<file path="config.mk">
export PLATFORM = sky130hd
export DESIGN_NAME = multicycle_control_fsm_flat
export DESIGN_NICKNAME = d
export VERILOG_FILES = /design/src/rtl/multicycle_control_fsm_pkg.sv /design/src/rtl/multicycle_control_fsm_if.sv /design/src/rtl/multicycle_control_fsm.sv /design/src/flat_wrapper.sv
export SDC_FILE = /design/constraint.sdc
export NUM_CORES = 1
export LEC_CHECK = 0
export ABC_CLOCK_PERIOD_IN_PS = 2800
export CAP_MARGIN = 20
export CORE_AREA = 2 2 39 41
export DETAILED_ROUTE_END_ITERATION = 6
export DIE_AREA = 0 0 41 43
export GPL_TIMING_DRIVEN = 0
export HOLD_SLACK_MARGIN = 0.1
export PLACE_DENSITY = 0.74
export SLEW_MARGIN = 10
export SYNTH_ARGS = -nofsm -noshare
export SYNTH_HDL_FRONTEND = slang
export SYNTH_SLANG_ARGS = --single-unit
</file>
<file path="constraint.sdc">
create_clock -name clk -period 2.8 [get_ports clk]
set_clock_uncertainty 0.2 [all_clocks]
set_input_delay 0.7 -clock clk [delete_from_list [all_inputs] [get_ports clk]]
set_output_delay 0.7 -clock clk [all_outputs]
set_load 0.02 [all_outputs]
</file>
<file path="src/rtl/multicycle_control_fsm_pkg.sv">
// ---------------------------------------------------------------------------
// mips_ctrl_pkg
// Shared definitions for the multicycle MIPS main control FSM and the
// datapath blocks it steers (ALU input-B mux, ALU funct decoder, PC mux).
//   - state_t     : FSM state encodings (12 of 16 codes used)
//   - OP_*        : instr[31:26] opcodes understood by the controller
//   - SRCB_*      : ALU input-B select codes, shared with the input-B mux
//   - ALUOP_*     : alu_op codes consumed by the ALU funct decoder
//   - PCSRC_*     : next-PC mux select codes
// ---------------------------------------------------------------------------
package mips_ctrl_pkg;

    localparam int STATE_W_DEF = 4;
    localparam int OPCODE_W    = 6;

    typedef enum logic [STATE_W_DEF-1:0] {
        S_FETCH    = 4'd0,
        S_DECODE   = 4'd1,
        S_MEMADR   = 4'd2,
        S_MEMREAD  = 4'd3,
        S_MEMWB    = 4'd4,
        S_MEMWRITE = 4'd5,
        S_EXECUTE  = 4'd6,
        S_ALUWB    = 4'd7,
        S_BRANCH   = 4'd8,
        S_ADDIEXEC = 4'd9,
        S_ADDIWB   = 4'd10,
        S_JUMP     = 4'd11
    } state_t;

    localparam logic [OPCODE_W-1:0] OP_RTYPE = 6'b000000;
    localparam logic [OPCODE_W-1:0] OP_LW    = 6'b100011;
    localparam logic [OPCODE_W-1:0] OP_SW    = 6'b101011;
    localparam logic [OPCODE_W-1:0] OP_BEQ   = 6'b000100;
    localparam logic [OPCODE_W-1:0] OP_ADDI  = 6'b001000;
    localparam logic [OPCODE_W-1:0] OP_J     = 6'b000010;

    localparam logic [1:0] SRCB_REG   = 2'd0;
    localparam logic [1:0] SRCB_FOUR  = 2'd1;
    localparam logic [1:0] SRCB_IMM   = 2'd2;
    localparam logic [1:0] SRCB_IMMSH = 2'd3;

    localparam logic [1:0] ALUOP_ADD   = 2'd0;
    localparam logic [1:0] ALUOP_SUB   = 2'd1;
    localparam logic [1:0] ALUOP_FUNCT = 2'd2;

    localparam logic [1:0] PCSRC_ALU    = 2'd0;
    localparam logic [1:0] PCSRC_ALUOUT = 2'd1;
    localparam logic [1:0] PCSRC_JUMP   = 2'd2;

endpackage

</file>
<file path="src/rtl/multicycle_control_fsm_if.sv">
// ---------------------------------------------------------------------------
// multicycle_control_fsm_if
// Bundle between the main control FSM and the multicycle datapath.
//   Datapath -> controller : opcode (instr[31:26]), zero (ALU zero flag)
//   Controller -> datapath : pc_en, iord, mem_write, ir_write, reg_dst,
//                            mem_to_reg, reg_write, alu_src_a, alu_src_b,
//                            alu_op, pc_src, illegal_op, state_dbg
// modport master : the controller side
// modport slave  : the datapath side
// ---------------------------------------------------------------------------
interface multicycle_control_fsm_if
    import mips_ctrl_pkg::*;
#(
    parameter int STATE_W = STATE_W_DEF
);
    logic [OPCODE_W-1:0] opcode;
    logic                zero;
    logic                pc_en;
    logic                iord;
    logic                mem_write;
    logic                ir_write;
    logic                reg_dst;
    logic                mem_to_reg;
    logic                reg_write;
    logic                alu_src_a;
    logic [1:0]          alu_src_b;
    logic [1:0]          alu_op;
    logic [1:0]          pc_src;
    logic                illegal_op;
    logic [STATE_W-1:0]  state_dbg;

    modport master (
        input  opcode, zero,
        output pc_en, iord, mem_write, ir_write, reg_dst, mem_to_reg,
               reg_write, alu_src_a, alu_src_b, alu_op, pc_src,
               illegal_op, state_dbg
    );

    modport slave (
        output opcode, zero,
        input  pc_en, iord, mem_write, ir_write, reg_dst, mem_to_reg,
               reg_write, alu_src_a, alu_src_b, alu_op, pc_src,
               illegal_op, state_dbg
    );
endinterface

</file>
<file path="src/rtl/multicycle_control_fsm.sv">
// ---------------------------------------------------------------------------
// multicycle_control_fsm
// Main control state machine of the multicycle 32-bit MIPS datapath.
// Moore decode of every datapath select/enable from the registered state;
// pc_en additionally uses zero (branch) and illegal_op uses opcode (decode).
// Ports:
//   clk   : rising-edge system clock
//   reset : asynchronous, active-high; forces FETCH and masks all enables
//   bus   : multicycle_control_fsm_if.master (opcode/zero in, controls out)
// ---------------------------------------------------------------------------
module multicycle_control_fsm
    import mips_ctrl_pkg::*;
#(
    parameter int STATE_W = STATE_W_DEF
) (
    input  logic                     clk,
    input  logic                     reset,
    multicycle_control_fsm_if.master bus
);

    state_t r_state;
    state_t w_next_state;

    // Raw (ungated) decode of the current state
    logic       w_pc_write;
    logic       w_branch;
    logic       w_iord;
    logic       w_mem_write;
    logic       w_ir_write;
    logic       w_reg_dst;
    logic       w_mem_to_reg;
    logic       w_reg_write;
    logic       w_alu_src_a;
    logic [1:0] w_alu_src_b;
    logic [1:0] w_alu_op;
    logic [1:0] w_pc_src;
    logic       w_illegal;

    always_ff @(posedge clk or posedge reset) begin
        if (reset) begin
            r_state <= S_FETCH;
        end else begin
            r_state <= w_next_state;
        end
    end

    always_comb begin
        w_next_state = S_FETCH;
        w_pc_write   = 1'b0;
        w_branch     = 1'b0;
        w_iord       = 1'b0;
        w_mem_write  = 1'b0;
        w_ir_write   = 1'b0;
        w_reg_dst    = 1'b0;
        w_mem_to_reg = 1'b0;
        w_reg_write  = 1'b0;
        w_alu_src_a  = 1'b0;
        w_alu_src_b  = SRCB_REG;
        w_alu_op     = ALUOP_ADD;
        w_pc_src     = PCSRC_ALU;
        w_illegal    = 1'b0;

        case (r_state)
            S_FETCH: begin
                w_ir_write   = 1'b1;
                w_alu_src_b  = SRCB_FOUR;
                w_pc_write   = 1'b1;
                w_next_state = S_DECODE;
            end
            S_DECODE: begin
                // Branch target is precomputed here into ALUOut
                w_alu_src_b = SRCB_IMMSH;
                case (bus.opcode)
                    OP_LW, OP_SW: w_next_state = S_MEMADR;
                    OP_RTYPE:     w_next_state = S_EXECUTE;
                    OP_BEQ:       w_next_state = S_BRANCH;
                    OP_ADDI:      w_next_state = S_ADDIEXEC;
                    OP_J:         w_next_state = S_JUMP;
                    default: begin
                        w_next_state = S_FETCH;
                        w_illegal    = 1'b1;
                    end
                endcase
            end
            S_MEMADR: begin
                w_alu_src_a = 1'b1;
                w_alu_src_b = SRCB_IMM;
                // Only lw/sw reach this state; anything else just refetches
                if (bus.opcode == OP_LW) begin
                    w_next_state = S_MEMREAD;
                end else if (bus.opcode == OP_SW) begin
                    w_next_state = S_MEMWRITE;
                end else begin
                    w_next_state = S_FETCH;
                end
            end
            S_MEMREAD: begin
                w_iord       = 1'b1;
                w_next_state = S_MEMWB;
            end
            S_MEMWB: begin
                w_mem_to_reg = 1'b1;
                w_reg_write  = 1'b1;
            end
            S_MEMWRITE: begin
                w_iord      = 1'b1;
                w_mem_write = 1'b1;
            end
            S_EXECUTE: begin
                w_alu_src_a  = 1'b1;
                w_alu_src_b  = SRCB_REG;
                w_alu_op     = ALUOP_FUNCT;
                w_next_state = S_ALUWB;
            end
            S_ALUWB: begin
                w_reg_dst   = 1'b1;
                w_reg_write = 1'b1;
            end
            S_BRANCH: begin
                w_alu_src_a = 1'b1;
                w_alu_src_b = SRCB_REG;
                w_alu_op    = ALUOP_SUB;
                w_pc_src    = PCSRC_ALUOUT;
                w_branch    = 1'b1;
            end
            S_ADDIEXEC: begin
                w_alu_src_a  = 1'b1;
                w_alu_src_b  = SRCB_IMM;
                w_next_state = S_ADDIWB;
            end
            S_ADDIWB: begin
                w_reg_write = 1'b1;
            end
            S_JUMP: begin
                w_pc_src   = PCSRC_JUMP;
                w_pc_write = 1'b1;
            end
            default: begin
                // Unused encodings: all outputs at defaults, recover to FETCH
                w_next_state = S_FETCH;
            end
        endcase
    end

    // Enables are masked by reset directly so nothing is written in the
    // cycle reset rises, even before the state register has been cleared.
    assign bus.pc_en      = ~reset & (w_pc_write | (w_branch & bus.zero));
    assign bus.mem_write  = ~reset & w_mem_write;
    assign bus.ir_write   = ~reset & w_ir_write;
    assign bus.reg_write  = ~reset & w_reg_write;
    assign bus.illegal_op = ~reset & w_illegal;

    assign bus.iord       = w_iord;
    assign bus.reg_dst    = w_reg_dst;
    assign bus.mem_to_reg = w_mem_to_reg;
    assign bus.alu_src_a  = w_alu_src_a;
    assign bus.alu_src_b  = w_alu_src_b;
    assign bus.alu_op     = w_alu_op;
    assign bus.pc_src     = w_pc_src;
    assign bus.state_dbg  = STATE_W'(r_state);

endmodule
</file>
<file path="src/flat_wrapper.sv">
// flat-port wrapper written by rule: the top's interface ports become plain ports
module multicycle_control_fsm_flat import mips_ctrl_pkg::*;
#(
    parameter int STATE_W = STATE_W_DEF
)
  (clk, reset, bus_opcode, bus_zero, bus_pc_en, bus_iord, bus_mem_write, bus_ir_write, bus_reg_dst, bus_mem_to_reg, bus_reg_write, bus_alu_src_a, bus_alu_src_b, bus_alu_op, bus_pc_src, bus_illegal_op, bus_state_dbg);
  multicycle_control_fsm_if #(.STATE_W(STATE_W)) bus_i ();
  input  logic clk;
  input  logic reset;
  input wire logic [$bits(bus_i.opcode)-1:0] bus_opcode;
  input wire logic [$bits(bus_i.zero)-1:0] bus_zero;
  output wire logic [$bits(bus_i.pc_en)-1:0] bus_pc_en;
  output wire logic [$bits(bus_i.iord)-1:0] bus_iord;
  output wire logic [$bits(bus_i.mem_write)-1:0] bus_mem_write;
  output wire logic [$bits(bus_i.ir_write)-1:0] bus_ir_write;
  output wire logic [$bits(bus_i.reg_dst)-1:0] bus_reg_dst;
  output wire logic [$bits(bus_i.mem_to_reg)-1:0] bus_mem_to_reg;
  output wire logic [$bits(bus_i.reg_write)-1:0] bus_reg_write;
  output wire logic [$bits(bus_i.alu_src_a)-1:0] bus_alu_src_a;
  output wire logic [$bits(bus_i.alu_src_b)-1:0] bus_alu_src_b;
  output wire logic [$bits(bus_i.alu_op)-1:0] bus_alu_op;
  output wire logic [$bits(bus_i.pc_src)-1:0] bus_pc_src;
  output wire logic [$bits(bus_i.illegal_op)-1:0] bus_illegal_op;
  output wire logic [$bits(bus_i.state_dbg)-1:0] bus_state_dbg;
  assign bus_i.opcode = bus_opcode;
  assign bus_i.zero = bus_zero;
  assign bus_pc_en = bus_i.pc_en;
  assign bus_iord = bus_i.iord;
  assign bus_mem_write = bus_i.mem_write;
  assign bus_ir_write = bus_i.ir_write;
  assign bus_reg_dst = bus_i.reg_dst;
  assign bus_mem_to_reg = bus_i.mem_to_reg;
  assign bus_reg_write = bus_i.reg_write;
  assign bus_alu_src_a = bus_i.alu_src_a;
  assign bus_alu_src_b = bus_i.alu_src_b;
  assign bus_alu_op = bus_i.alu_op;
  assign bus_pc_src = bus_i.pc_src;
  assign bus_illegal_op = bus_i.illegal_op;
  assign bus_state_dbg = bus_i.state_dbg;
  multicycle_control_fsm #(.STATE_W(STATE_W)) u_core (.clk(clk), .reset(reset), .bus(bus_i));
endmodule
</file>
==> results of run 1 <==
-- kinds of logic after synthesis --
group           after synthesis
xor+xnor                      4
compound gates               14
flops                         4
simple gates                 33
buf+inv                       9
-- area by class of cell --
| type | instances | area share [%] |
|---|---|---|
| Multi-Input combinational cell | 51 | 42.2 |
| Buffer | 4 | 2.74 |
| Sequential cell | 4 | 12.3 |
| Timing Repair Buffer | 29 | 35.3 |
| Tap cell | 16 | 2.44 |
| Inverter | 5 | 2.28 |
| Clock buffer | 3 | 2.74 |
-- power groups by stage --
| stage | logic (W) | registers [W] | clock network, W |
|---|---|---|---|
| after CTS | 0.000326 | 0.0000861 | 0.0000724 |
| after global placement | 0.000322 | 0.0000855 | 0 |
| final | 0.000323 | 0.0000862 | 0.0000690 |
| after global routing | 0.000350 | 0.0000887 | 0.0000822 |
| after detailed placement | 0.000327 | 0.0000866 | 0 |
| after floorplan | 0.000177 | 0.0000981 | 0 |
-- cells in the final DEF, fill, tap and decap left out, types with 2 or more instances in the layout --
cell type	instances
nor3_1	2
o21ai_0	4
xnor2_1	2
buf_4	3
a21oi_1	3
dlygate4sd2_1	6
dfrtp_1	3
nor2_1	7
o221ai_1	2
xor2_1	2
and3_1	2
clkbuf_2	2
nor3_2	2
nand2b_1	3
clkdlybuf4s15_1	3
dlymetal6s2s_1	4
inv_1	5
or4_4	2
nand2_1	3
clkbuf_4	3
nand3_1	4
clkdlybuf4s50_1	12
-- per-stage QoR --
step / hold slack [ns] / setup WS (ns) / total power [W] / cell area, sq um / setup TNS, ns
final: 0.532 / 0.0568 / 0.000478 / 822 / 0
after global routing: 0.583 / 0.000855 / 0.000521 / 822 / 0
after CTS: 0.542 / 0.0139 / 0.000484 / 802 / 0
after detailed placement: 0.550 / -0.666 / 0.000413 / 761 / -1.37
after global placement: 0.543 / -0.658 / 0.000407 / 761 / -1.35
after floorplan: 0.266 / 0.280 / 0.000275 / 470 / 0
-- critical path: cells and delay by family --
family | cells | cell delay, ns
buffers and inverters | 2 | 0.32
and+or+nand+nor | 2 | 0.67
AOI/OAI and AO/OA | 1 | 0.15
-- worst max path at each step --
stage	slack (ns)	to	startpoint	cells past startpoint
detailed placement	-0.67	bus_illegal_op	bus_opcode[0]	5
global placement	-0.66	bus_illegal_op	bus_opcode[0]	5
global route	0.0009	bus_illegal_op	bus_opcode[2]	5
floorplan	0.28	bus_illegal_op	bus_opcode[0]	3
finish	0.06	bus_illegal_op	bus_opcode[0]	5
CTS	0.01	bus_alu_src_b[1]	u_core.bus.state_dbg[0]$_DFF_PP0_	5
-- synthesized netlist by cell type --
cell | count | area, sq um
nor2_1 | 7 | 26.3
inv_1 | 5 | 18.8
dfrtp_1 | 4 | 100
nand3_1 | 4 | 20.0
nor3_1 | 4 | 20.0
o21ai_0 | 4 | 20.0
a21oi_1 | 3 | 15.0
nand2_1 | 3 | 11.3
nand2b_1 | 3 | 18.8
and3_1 | 2 | 12.5
clkbuf_1 | 2 | 7.51
o221ai_1 | 2 | 17.5
xnor2_1 | 2 | 17.5
xor2_1 | 2 | 17.5
a211oi_1 | 1 | 7.51
a311oi_1 | 1 | 8.76
and3b_2 | 1 | 10.0
and4bb_2 | 1 | 12.5
buf_1 | 1 | 3.75
buf_4 | 1 | 7.51
nand4_1 | 1 | 6.26
nor3b_1 | 1 | 7.51
nor4_1 | 1 | 6.26
o21ba_2 | 1 | 10.0
o311a_1 | 1 | 10.0
o32ai_2 | 1 | 16.3
or2_1 | 1 | 6.26
or2_4 | 1 | 8.76
or2b_1 | 1 | 7.51
or4_1 | 1 | 7.51
or4_4 | 1 | 11.3
-- layer usage --
layer  wire [um]  global-route usage, %  vias to the layer above
li1            -                      -                      298
met1         598                   21.2                      269
met2         660                   31.3                       25
met3         110                   6.28                        0
met4           0                   2.00                        0
met5           0                      0                        -
-- timing repair --
| action | in CTS | in global routing |
|---|---|---|
| setup endpoints to repair | 10 | 5 |
| buffers inserted | 1 | 1 |
| gates resized for setup | 26 | 6 |
| pin swaps | 2 | 2 |
==> results.toml, run 1 <==
[status]
status = "finished clean"

[sta]
final_hold_viol_count = 0
setup_viol = 0
max_freq_ghz = 0.365
tightest_slew_ns = 0.277
layout_min_cycle_time_ns = 2.74
slew-limit-headroom_pct = 81.4
maxSlewViolCount = 0
post-route-period-util_pct = 98.0
rsz0062_at_grt = "no"

[global_routing]
grt_pass1_wl_mm = 2.24
grt_max_degree = 11
grt_usage_pct = 18.1
overflow = 0
grt_pass1_vias = 518
antenna_found_initial = 0

[min_path]
hp-class = "reg2reg"
worst_hold_startpoint = "u_core.bus.state_dbg[0]$_DFF_PP0_"
hold_path_depth = 2
min_delay_worst_endpoint = "u_core.bus.state_dbg[3]$_DFF_PP0_"

[pwr]
p_per_area_nw_per_um2 = 582
power_switching_w = 0.000218
netSwitchingFraction_pct = 45.5
pwr-share-seq_pct = 18.0
pwr-share-clk_pct = 14.4
p_comb_share_pct = 67.5
p_leak_nw = 0.410
irDropWorstVdd_v = 0.000366
internal_power_w = 0.000260

[drt]
vias = 592
first_pass_iters = 2
drtIter0Drc = 5
drtAntennaViolNets = 0
drc = 0
via_per_inst = 5.29
wl_per_cell_um = 12.2
routed_wl_mm = 1.37

[clock_tree]
clkTransAtPathRegs_ns = 0.04
clkLatencyLatePin_ns = 0.23
hold_buffers = 0
cts_tree = "built"
cts_buffer_depth = 2
clock-root-buffer = "clkbuf_4"
h-tree-depth = 1
cts_sinks = 4
numCtsBuffers = 3

[logic_synthesis]
synthAdderAreaFrac_pct = 0
syn_avg_cell_area_sq_um = 7.35
yosys.area_share.xor_xnor_pct = 7.45
synth_top_family_by_area = "simple AND/OR/NAND/NOR gates"
yosys.area_share.simple_pct = 41.0
synth_cell_type_count = 31
yosys_warnings = 0
netlist_instances = 64
synth_nets = 73
synth_compound_area_share_pct = 22.3
muxShareOfSynthArea_pct = 0
netlist_area_sq_um = 470
synth_seq_cells = 4
synth_seq_area_share_pct = 21.3

[floorplan]
initial_core_util_pct = 34.0
die-area_sq_um = 1760
die_h_um = 43
num_io_pins = 28
row_count = 14
core_sq_um = 1380
die_w_um = 41

[final_layout]
nNetsFinal = 107
layout-drive-gt1-share_pct = 21.9
fillers = 147
final_util_pct = 59.4
multi_input_area_sq_um = 347
area_growth_syn_to_layout_pct = 74.7
largest_reg_flops = 4
finalNonFillerCells = 112
n_antenna_cell = 0
regArea_sq_um = 101

[setup_path]
r2r_end = "u_core.bus.state_dbg[0]$_DFF_PP0_"
cp_max_fo = 3
critical_path.startpoint_type = "input pin"
critical_path.max_stage_delay_ns = 0.42
r2r_start = "u_core.bus.state_dbg[3]$_DFF_PP0_"
reg2reg_slack_ns = 1.01
arrival_ns = 1.84
path_cells = "clkdlybuf4s15_1 -> or2_1 -> or4_4 -> o311a_1 -> buf_6"
path_class = "in2out"
required_ns = 1.90
cp-end-kind = "primary output"
r2r_cells = 3
cp_slowest_cell = "or4_4"

[run]
drv_cap = 0

[place]
post-dp-hpwl_mm = 1.08
dp_cells = 107
gp_congestion = 0.779
port-buffer-count = 27
No activity file was read; power rests on OpenSTA's default activity.
==> run 2: changes to the inputs <==
==> constraint.sdc (replaced) <==
create_clock -name clk -period 2.8 [get_ports clk]
set_clock_uncertainty 0.2 [all_clocks]
set_input_delay 0.7 -clock clk [delete_from_list [all_inputs] [get_ports clk]]
set_output_delay 0.7 -clock clk [all_outputs]
set_load 0.05 [all_outputs]
==> run 2 against run 1 <==
Net effect: final area is 2.0% lower; fmax is 0.49% lower; sequential share of layout area is 0.094 points higher; wire length is 2.8% higher; via count is 1.0% lower; critical path type unchanged; critical endpoint unchanged.
==> results.toml, run 2 (synthesis results as in run 1) <==
[place]
gp_congestion = 0.755
port-buffer-count = 27
dp_cells = 107
post-dp-hpwl_mm = 1.08

[clock_tree]
cts_sinks = 4
cts_tree = "built"
h-tree-depth = 1
numCtsBuffers = 3
clkLatencyLatePin_ns = 0.23
clkTransAtPathRegs_ns = 0.04
cts_buffer_depth = 2
clock-root-buffer = "clkbuf_4"
hold_buffers = 0

[run]
drv_cap = 0

[min_path]
hp-class = "in2async"

[setup_path]
critical_path.startpoint_type = "input pin"
cp_max_fo = 3
arrival_ns = 1.86
required_ns = 1.90
cp-end-kind = "primary output"
path_class = "in2out"

[global_routing]
antenna_found_initial = 0
grt_max_degree = 11
grt-busiest-layer = "met2"
grt_usage_pct = 17.8
grt_pass1_wl_mm = 2.21
grt_util_met1_pct = 20.3
use_met3_pct = 3.14
grt_use_met2_pct = 31.9
overflow = 0
grt_pass1_vias = 532

[sta]
setup_viol = 0
maxSlewViolCount = 0
slew-limit-headroom_pct = 66.7
post-route-period-util_pct = 98.5
layout_min_cycle_time_ns = 2.76
max_freq_ghz = 0.363
tightest_slew_ns = 0.498
rsz0062_at_grt = "no"
final_hold_viol_count = 0
setup_tns_ns = 0

[pwr]
power_w = 0.000588
irDropWorstVdd_v = 0.000313
p_per_area_nw_per_um2 = 729
p_leak_nw = 0.376

[drt]
routed_wl_mm = 1.41
vias = 586
drc = 0
drtAntennaViolNets = 0
drtIter0Drc = 11
first_pass_iters = 2
via_per_inst = 5.23
wl_per_cell_um = 12.6

[floorplan]
initial_core_util_pct = 34.0
die_h_um = 43
num_io_pins = 28
row_count = 14
die-area_sq_um = 1760
core_sq_um = 1380
die_w_um = 41

[final_layout]
layout-drive-gt1-share_pct = 32.3
final_cell_mix = "10 x dlygate4sd2_1, 7 x nor2_1, 6 x clkbuf_2, 6 x clkdlybuf4s50_1, 5 x inv_1"
finalNonFillerCells = 112
largest_reg_flops = 4
regArea_sq_um = 100
layout_commonest_cell = "dlygate4sd2_1"
fillers = 134
multi_input_area_sq_um = 367
area_growth_syn_to_layout_pct = 71.3
nNetsFinal = 107
n_antenna_cell = 0

[status]
status = "finished clean"
run 2: timing repair:
action | 4_1_cts | 5_1_grt
endpoints found under the setup margin | 14 | 11
resized for setup | 43 | 13
pin swaps | 2 | 1
setup buffers | 1 | 1
run 2: layer usage:
| metal | vias up | wire [um] |
|---|---|---|
| met1 | 264 | 581 |
| met5 | - | 0 |
| li1 | 301 | - |
| met3 | 0 | 88 |
| met4 | 0 | 0 |
| met2 | 21 | 738 |
run 2: worst paths after layout:
path	startpoint	cells after the start	to	slack, ns
worst min register to register	u_core.bus.state_dbg[0]$_DFF_PP0_	2	u_core.bus.state_dbg[3]$_DFF_PP0_	0.57
worst max register to register	u_core.bus.state_dbg[3]$_DFF_PP0_	3	u_core.bus.state_dbg[0]$_DFF_PP0_	0.96
min in group clk	u_core.bus.state_dbg[0]$_DFF_PP0_	2	u_core.bus.state_dbg[3]$_DFF_PP0_	0.57
max in group asynchronous	reset	2	u_core.bus.state_dbg[1]$_DFF_PP0_	1.92
worst max-delay path	bus_opcode[5]	5	bus_illegal_op	0.04
worst min-delay path	reset	2	u_core.bus.state_dbg[2]$_DFF_PP0_	0.32
run 2: area by class of cell:
cell class,instances,area share [%]
Sequential cell,4,12.4
Timing Repair Buffer,29,31.7
Inverter,5,2.33
Clock buffer,3,2.80
Tap cell,16,2.48
Buffer,4,2.80
Multi-Input combinational cell,51,45.5
run 2: worst max-delay path, stage by stage:
cell and delay [ns]:
clkdlybuf4s15_1 0.20, or2_1 0.23, or4_4 0.42, o311a_1 0.15, buf_6 0.16
run 2: per-stage QoR:
step | area, sq um | setup WS (ns) | util [%] | hold WS, ns
floorplan | 495 | -0.0936 | - | 0.266
global placement | 786 | -0.820 | 56.8 | 0.555
detailed placement | 786 | -0.829 | 56.8 | 0.555
CTS | 811 | -0.0195 | 58.6 | 0.568
global route | 806 | 0.00331 | 58.2 | 0.334
finish | 806 | 0.0432 | 58.2 | 0.325
run 2: power breakdown:
part	internal (W)	total, W	switching [W]	leakage, nW
Clock	0.0000477	0.0000677	0.0000200	0.0138
Combinational	0.000134	0.000435	0.000300	0.309
Sequential	0.0000703	0.0000855	0.0000152	0.0533
Total	0.000252	0.000588	0.000335	0.376
